$ cat config.mk
export PLATFORM = sky130hd
export DESIGN_NAME = matrix_result_streamer
export DESIGN_NICKNAME = d
export VERILOG_FILES = /design/src/rtl/matrix_pkg.sv /design/src/rtl/matrix_index_gen.sv /design/src/rtl/matrix_result_streamer.sv
export SDC_FILE = /design/constraint.sdc
export NUM_CORES = 1
export LEC_CHECK = 0
export CAP_MARGIN = 5
export CORE_ASPECT_RATIO = 0.75
export CORE_MARGIN = 1
export CORE_UTILIZATION = 43
export CTS_CLUSTER_DIAMETER = 100
export DETAILED_ROUTE_END_ITERATION = 8
export GPL_ROUTABILITY_DRIVEN = 0
export PLACE_DENSITY = 0.79
export REMOVE_ABC_BUFFERS = 1
export SYNTH_ARGS = -nofsm -noshare
export SYNTH_HDL_FRONTEND = slang
export SYNTH_SLANG_ARGS = --single-unit
$ cat constraint.sdc
create_clock -name clk -period 3.95 [get_ports clk]
set_input_delay 0.79 -clock clk [delete_from_list [all_inputs] [get_ports clk]]
set_output_delay 0.79 -clock clk [all_outputs]
set_load 0.05 [all_outputs]
$ cat src/rtl/matrix_pkg.sv
// Shared types and constants for the matrix result streamer.
// Holds the bank geometry, element/index types and the stream FSM states.
package matrix_pkg;

  localparam int DIM    = 3;
  localparam int N_ELEM = DIM * DIM;
  localparam int DATA_W = 32;
  localparam int IDX_W  = 4;

  typedef logic [DATA_W-1:0] elem_t;
  typedef logic [IDX_W-1:0]  idx_t;

  typedef enum logic [1:0] {
    IDLE   = 2'd0,
    STREAM = 2'd1,
    DONE   = 2'd2
  } stream_state_t;

endpackage

$ cat src/rtl/matrix_index_gen.sv
// Row/col emit-order counters for the result streamer.
// Ports: clk, rst_n, advance, clear in; index (bank select), last out.
module matrix_index_gen #(
  parameter int DIM       = 3,
  parameter int IDX_W     = 4,
  parameter bit COL_MAJOR = 1'b0
) (
  input  logic             clk,
  input  logic             rst_n,
  input  logic             advance,
  input  logic             clear,
  output logic [IDX_W-1:0] index,
  output logic             last
);

  localparam int CW = (DIM > 1) ? $clog2(DIM) : 1;
  localparam logic [CW-1:0] MAXC = CW'(DIM - 1);

  // row is the outer counter, col the inner one, in emit order
  logic [CW-1:0] row;
  logic [CW-1:0] col;
  int            e;

  always_ff @(posedge clk or negedge rst_n) begin
    if (!rst_n) begin
      row <= '0;
      col <= '0;
    end else if (clear) begin
      row <= '0;
      col <= '0;
    end else if (advance) begin
      if (col == MAXC) begin
        col <= '0;
        row <= (row == MAXC) ? '0 : row + 1'b1;
      end else begin
        col <= col + 1'b1;
      end
    end
  end

  always_comb begin
    e = 0;
    if (COL_MAJOR)
      e = int'(col) * DIM + int'(row);
    else
      e = int'(row) * DIM + int'(col);
    index = IDX_W'(e);
    last  = (row == MAXC) && (col == MAXC);
  end

endmodule

$ cat src/rtl/matrix_result_streamer.sv
// Snapshots the 3x3 result bank on start and streams it out beat by beat.
// Ports: clk, rst_n, start, mat_in, out_ready in; out_valid/data/index/last, busy, done out.
module matrix_result_streamer
  import matrix_pkg::*;
#(
  parameter int DATA_W    = 32,
  parameter int DIM       = 3,
  parameter int IDX_W     = 4,
  parameter bit COL_MAJOR = 1'b0,
  localparam int N_ELEM   = DIM * DIM
) (
  input  logic                     clk,
  input  logic                     rst_n,
  input  logic                     start,
  input  logic [N_ELEM*DATA_W-1:0] mat_in,
  input  logic                     out_ready,
  output logic                     out_valid,
  output logic [DATA_W-1:0]        out_data,
  output logic [IDX_W-1:0]         out_index,
  output logic                     out_last,
  output logic                     busy,
  output logic                     done
);

  stream_state_t     state;
  stream_state_t     state_n;
  logic [DATA_W-1:0] snap [N_ELEM];
  logic [IDX_W-1:0]  idx;
  logic              last;
  logic              advance;
  logic              clear;

  matrix_index_gen #(
    .DIM       (DIM),
    .IDX_W     (IDX_W),
    .COL_MAJOR (COL_MAJOR)
  ) u_idx (
    .clk     (clk),
    .rst_n   (rst_n),
    .advance (advance),
    .clear   (clear),
    .index   (idx),
    .last    (last)
  );

  always_ff @(posedge clk or negedge rst_n) begin
    if (!rst_n) begin
      state <= IDLE;
    end else begin
      state <= state_n;
    end
  end

  // private copy lets the producer reuse the bank mid-pass
  always_ff @(posedge clk or negedge rst_n) begin
    if (!rst_n) begin
      for (int j = 0; j < N_ELEM; j++)
        snap[j] <= '0;
    end else if (state == IDLE && start) begin
      for (int j = 0; j < N_ELEM; j++)
        snap[j] <= mat_in[j*DATA_W +: DATA_W];
    end
  end

  always_comb begin
    state_n = state;
    advance = 1'b0;
    clear   = 1'b0;
    unique case (state)
      IDLE: begin
        if (start) begin
          state_n = STREAM;
          clear   = 1'b1;
        end
      end
      STREAM: begin
        if (out_ready) begin
          advance = 1'b1;
          if (last)
            state_n = DONE;
        end
      end
      DONE:    state_n = IDLE;
      default: state_n = IDLE;
    endcase
  end

  always_comb begin
    out_valid = (state == STREAM);
    busy      = (state == STREAM);
    done      = (state == DONE);
    out_data  = out_valid ? snap[idx] : '0;
    out_index = out_valid ? idx : '0;
    out_last  = out_valid & last;
  end

endmodule

# Word level (Yosys, flattened, before mapping)
# Cells that the tools add are included.
dict set report totals {
  register_bits 294
  inputBits 292
  out_inout_bits 40
  word_cells 53
}
dict set report op_classes {
  n_addsub 3
  mul 1
  n_lt_le_gt_ge 1
  eq_ne 7
  n_mux 20
  bitwise_logic 2
  reduce_logical 7
}
# op n
set op_table {}
lappend op_table {{$bmux W32 S4} 1}
lappend op_table {{$mux W32} 3}
lappend op_table {{$mux W2} 10}
lappend op_table {{$eq A2 B2 Y1 const B} 3}
lappend op_table {{$ge A5 B5 Y1 const B} 1}
lappend op_table {{$not A4 Y5} 1}
lappend op_table {{$add A2 B1 Y2 const B} 2}
lappend op_table {{$add A4 B3 Y4} 1}
lappend op_table {{$mul A2 B2 Y4 const B} 1}
lappend op_table {{$mux W1} 4}
lappend op_table {{$mux W4} 1}
lappend op_table {{$ne A2 B2 Y1 const B} 2}
lappend op_table {{$pmux W2 S2} 1}
lappend op_table {{$reduce_bool A2 Y1} 2}
lappend op_table {{$reduce_and A3 Y1} 1}
lappend op_table {{$eq A2 B1 Y1 const B} 1}
lappend op_table {{$logic_and A1 B1 Y1} 2}
lappend op_table {{$logic_not A2 Y1} 1}
lappend op_table {{$ne A2 B1 Y1 const B} 1}
lappend op_table {{$reduce_and A2 Y1} 1}
lappend op_table {{$and A1 B1 Y1} 1}

# Logic depth before layout (Yosys ltp)
dict set report depth {
  ltp_word 7
  depth_mapped 10
  depth_no_buf 8
}

# Hierarchy
# Synthesis repeated with hierarchy kept, for this count alone.
dict set report unflattened {
  cells_unflattened 881
  hier_area_um2 13536.7
}
# module n_inst cells_per_inst area_per_inst_um2 seq_area_each_um2
set modules_own_cells {}
lappend modules_own_cells {matrix_result_streamer 1 851 13211.4 7257.0}
lappend modules_own_cells {matrix_index_gen 1 30 325.3 100.1}

# Worst setup path before layout
# Ideal clock, no wire load.
dict set report synth_path {
  kind {reg2out}
  from {register u_idx.col[1]}
  to {output port out_data[29]}
  arrival_ns 3.344
  t_required_ns 3.160
  setup_slack_ns -0.184
  path_stages_with_launch 9
  path_buffers 2
  cell_sequence {dfrtp_1 -> fa_1 -> ha_1 -> inv_1 -> fa_1 -> buf_2 -> buf_2 -> mux2i_1 -> a211oi_1}
}
dict set report synth_via {
  elab_chain_len 6
}
# element line
set synth_rtl {}
lappend synth_rtl {{from (decl)} matrix_index_gen.sv:21} ;# logic [CW-1:0] col;
lappend synth_rtl {{from (signal assigned)} matrix_index_gen.sv:36} ;# col <= col + 1'b1;
lappend synth_rtl {{$add A4 B3 Y4} matrix_index_gen.sv:46} ;# e = int'(row) * DIM + int'(col);
lappend synth_rtl {{$not A4 Y5 (not written as such)} matrix_result_streamer.sv:92} ;# out_data = out_valid ? snap[idx] : '0;
lappend synth_rtl {{$bmux W32 S4} matrix_result_streamer.sv:92}
lappend synth_rtl {{$mux W32 (not written as such) (2 in series)} matrix_result_streamer.sv:92}
lappend synth_rtl {{$mux W32} matrix_result_streamer.sv:92}
lappend synth_rtl {{to (decl)} matrix_result_streamer.sv:18} ;# output logic [DATA_W-1:0] out_data,
# Every way passes these cells. The select of a mux whose other input is x is not followed.

# Worst setup path in the final report
dict set report layout_path {
  from {register u_idx.row[0]}
  to {output port out_data[7]}
}
dict set report layout_via {
  elab_chain_len 7
}
# element line
set layout_rtl {}
lappend layout_rtl {{from (decl)} matrix_index_gen.sv:20} ;# logic [CW-1:0] row;
lappend layout_rtl {{from (signal assigned)} matrix_index_gen.sv:34} ;# row <= (row == MAXC) ? '0 : row + 1'b1;
lappend layout_rtl {{$mul A2 B2 Y4} matrix_index_gen.sv:46}
lappend layout_rtl {{$add A4 B3 Y4} matrix_index_gen.sv:46}
lappend layout_rtl {{$not A4 Y5 (not written as such)} matrix_result_streamer.sv:92}
lappend layout_rtl {{$bmux W32 S4} matrix_result_streamer.sv:92}
lappend layout_rtl {{$mux W32 (not written as such) (2 in series)} matrix_result_streamer.sv:92}
lappend layout_rtl {{$mux W32} matrix_result_streamer.sv:92}
# Every way passes these cells. The select of a mux whose other input is x is not followed.

==> summary.txt <==
Run status
  – Status: complete, but fails checks
  – Failing checks: negative setup slack

Clocking
  – Clk Latency, worst-skew pair: about 0.56 ns
  – H-tree Lvls: 1
  – CTS Hold Bufs: 0
  – CTS sink cnt: a little under 300
  – Clock Path Buffers: 3
  – Worst-path clk slew: roughly 0.07 ns
  – CTS Buf Count: 29
  – Root buffer cell: clkbuf_16
  – TritonCTS clock tree: built

GRT
  – Initial antenna violation count: 6
  – Overflow left after global routing: 0
  – Vias in the first global route: between 9000 and 10000
  – Global Route Usage Sum: ~22%
  – Largest net degree at the start of global routing: between 100 and 150
  – First-pass GRT wire length: approximately 54000 um

Logic synthesis
  – Synth Area in Compound Gates: 2.71%
  – Post-synthesis register bit count: approximately 290
  – Top FF cell, synth: dfrtp_1
  – Mapped Cells: 850
  – Top post-synthesis cells by area: dfrtp_1, mux2_1, mux4_2
  – Syn avg cell area: approximately 16 um^2
  – Register area share after synthesis: between 50% and 60%
  – Yosys top cell area share: between 50% and 60%
  – Synth Cell Area: between 10000 and 15000 um^2
  – Simple-Gate Fraction of Synth Area: under 10%
  – Post-synthesis async set-or-reset flop share: 100%
  – Synth cell count leaders: dfrtp_1, mux2_1, a21oi_1, mux4_2, mux2i_1
  – Leading area contributor after synthesis: dfrtp_1
  – Most frequent cell after synthesis: dfrtp_1
  – Adder-cell area share of the yosys netlist: less than 1%
  – Post-synth EDFFs: 0
  – Yosys warnings: 0
  – Post-Synth XOR/XNOR Area: 0%
  – Mux cell area share after synthesis: 37.1%
  – Largest family of logic cells by synthesized area: multiplexers
  – Unique cell type count in the Yosys netlist: 33

Hold path
  – Hold Crit Class: input port to asynchronous set/reset pin

Die
  – Starting Density: between 40% and 50%
  – IO Pins: 332
  – Cell Rows: 55
  – Core area: 30400 um^2
  – DIE HEIGHT: 155 um
  – Die area: between 30000 and 40000 um^2
  – Die Wd: approximately 210 um

Timing
  – Max_slew headroom: approximately two fifths
  – Worst Tran Pin Value: approximately 0.87 ns
  – Setup TNS: -14.50 ns
  – Final setup vio count: 32
  – Final hold vios: 0
  – Max Freq: 224 MHz
  – Fin crit share: 113%
  – RSZ-0062 raised after global routing: true
  – Fin worst setup slack: -0.519 ns
  – Worst hold margin: a little under 0.3 ns
  – Clock Skews: between 0.02 and 0.025 ns
  – Slew Viols, Final: 0
  – Crit path time final: 4.47 ns

Detailed routing
  – DR DRC count: 0
  – Avg WL per Cell: approximately 22 um
  – Drt via density: between 5 and 6
  – First DRT Iteration DRCs: around 390
  – Vias: 8597
  – 1st-pass router iterations: 5
  – Final wirelength: about 35000 um
  – Final ANT Viol Nets: 0

Setup path
  – Critical Path RT: around 3.2 ns
  – Critical path's top delay family: adder cells
  – CP endpoint kind: output pin
  – Max stage delay on crit path: slightly below 0.8 ns
  – WP data arrival: around 3.7 ns
  – CP startpoint kind: register
  – Reg-to-reg startpoint: state[0]
  – R2r worst-path depth: 3
  – Slowest-stage cell, CP: fa_4
  – Worst Path Buf+Inv: 5
  – Launch point of the worst path: u_idx.row[0]
  – WS Path Type: register to output pin
  – Worst path most repeated cell: clkbuf_16
  – R2R setup slack: between 1.5 and 2 ns
  – Reg-to-reg endpoint: snap[190]
  – Worst Path Max Fanout: 6
  – Worst path cell trace: fa_1 -> ha_4 -> inv_2 -> fa_4 -> buf_6 -> buf_12 -> clkbuf_16 -> mux4_2 -> mux2i_1 -> a21oi_2 -> clkbuf_16

Job
  – Max_cap viols: 0

Place
  – Setup slack at placement: -0.00978 ns
  – IO Port Bufs: roughly 330
  – Post-DP HPWL: approximately 24000 um
  – Inst Count DP: about 1600

Layout
  – Layout Cells excl Fill: 1623
  – Share of layout cells above drive strength 1: 21.0%
  – Nets: approximately 1500
  – Area delta synth->final: 41.7%
[area by class of cell]
| cell class | instances | area [um^2] |
|---|---|---|
| fillers | 2247 | 11400 |
| multi-input cells | 488 | 5760 |
| flip-flops and latches | 294 | 7360 |
| clock inverters | 19 | 287 |
| well taps | 399 | 499 |
| inverters | 6 | 22.5 |
| clock buffers | 33 | 761 |
| repair buffers | 381 | 4330 |
| diodes | 3 | 7.51 |
[per-layer routing]
layer	up-vias	track usage (%)	wire length, um
met3	42	7.06	3040
li1	3853	-	-
met4	4	4.38	527
met5	-	0	23
met2	283	34.9	16400
met1	4415	30.3	15300
[timing repair]
action	in CTS	in global routing
setup endpoints to repair	33	33
gates resized for setup	27	25
endpoints found under the hold margin	0	0
buffers inserted	9	1
pin swaps	4	4
cloned	4	1
[cell families after synthesis]
kind of cell,count (synthesis)
mux,382
compound gates,70
fa+ha+maj,7
buf+inv,68
flops,294
simple gates,29
[sequential cells by signal (all words and copies together), names as in the netlist]
register   cells
state          2
snap         288
u_idx.row      2
u_idx.col      2
[worst reg2reg max path, stage by stage (launching register included)]
cell and delay (ns):
dfrtp_1 0.44, nor3b_4 0.36, buf_12 0.49, mux2_1 0.58
[per-stage QoR]
stage,utilization (%),instance area [um^2]
2_1_floorplan,-,13000
3_3_place_gp,57.7,17600
3_5_place_dp,57.7,17600
4_1_cts,62.1,18900
5_1_grt,62.5,19000
6_report,62.5,19000
[placed cells by master (no fill, tap or decap), drive strengths merged]
cell type,n
clkdlybuf4s50,295
dfrtp,294
mux2,288
buf,79
mux4,63
a21oi,63
clkbuf,40
mux2i,31
clkinv,10
bufinv,7
nor2,7
inv,6
nand2,5
ha,5
nor2b,4
diode,3
nand2b,3
and2,3
a211oi,2
nand3b,2
o31ai,2
clkinvlp,2
nor3,2
o21ai,2
nor3b,2
fa,2
a2111oi,1
or4b,1
[worst max path at each step]
stage	to	slack, ns	cells past startpoint
floorplan	snap[240]	-9.62	2
global placement	out_data[21]	0.004	10
detailed placement	out_data[6]	-0.01	10
CTS	out_data[6]	-0.54	11
global route	out_data[7]	-0.65	11
finish	out_data[7]	-0.52	11
Power is not shown: default switching activity piles up to over one toggle a cycle in this logic, so the estimate is an artifact.
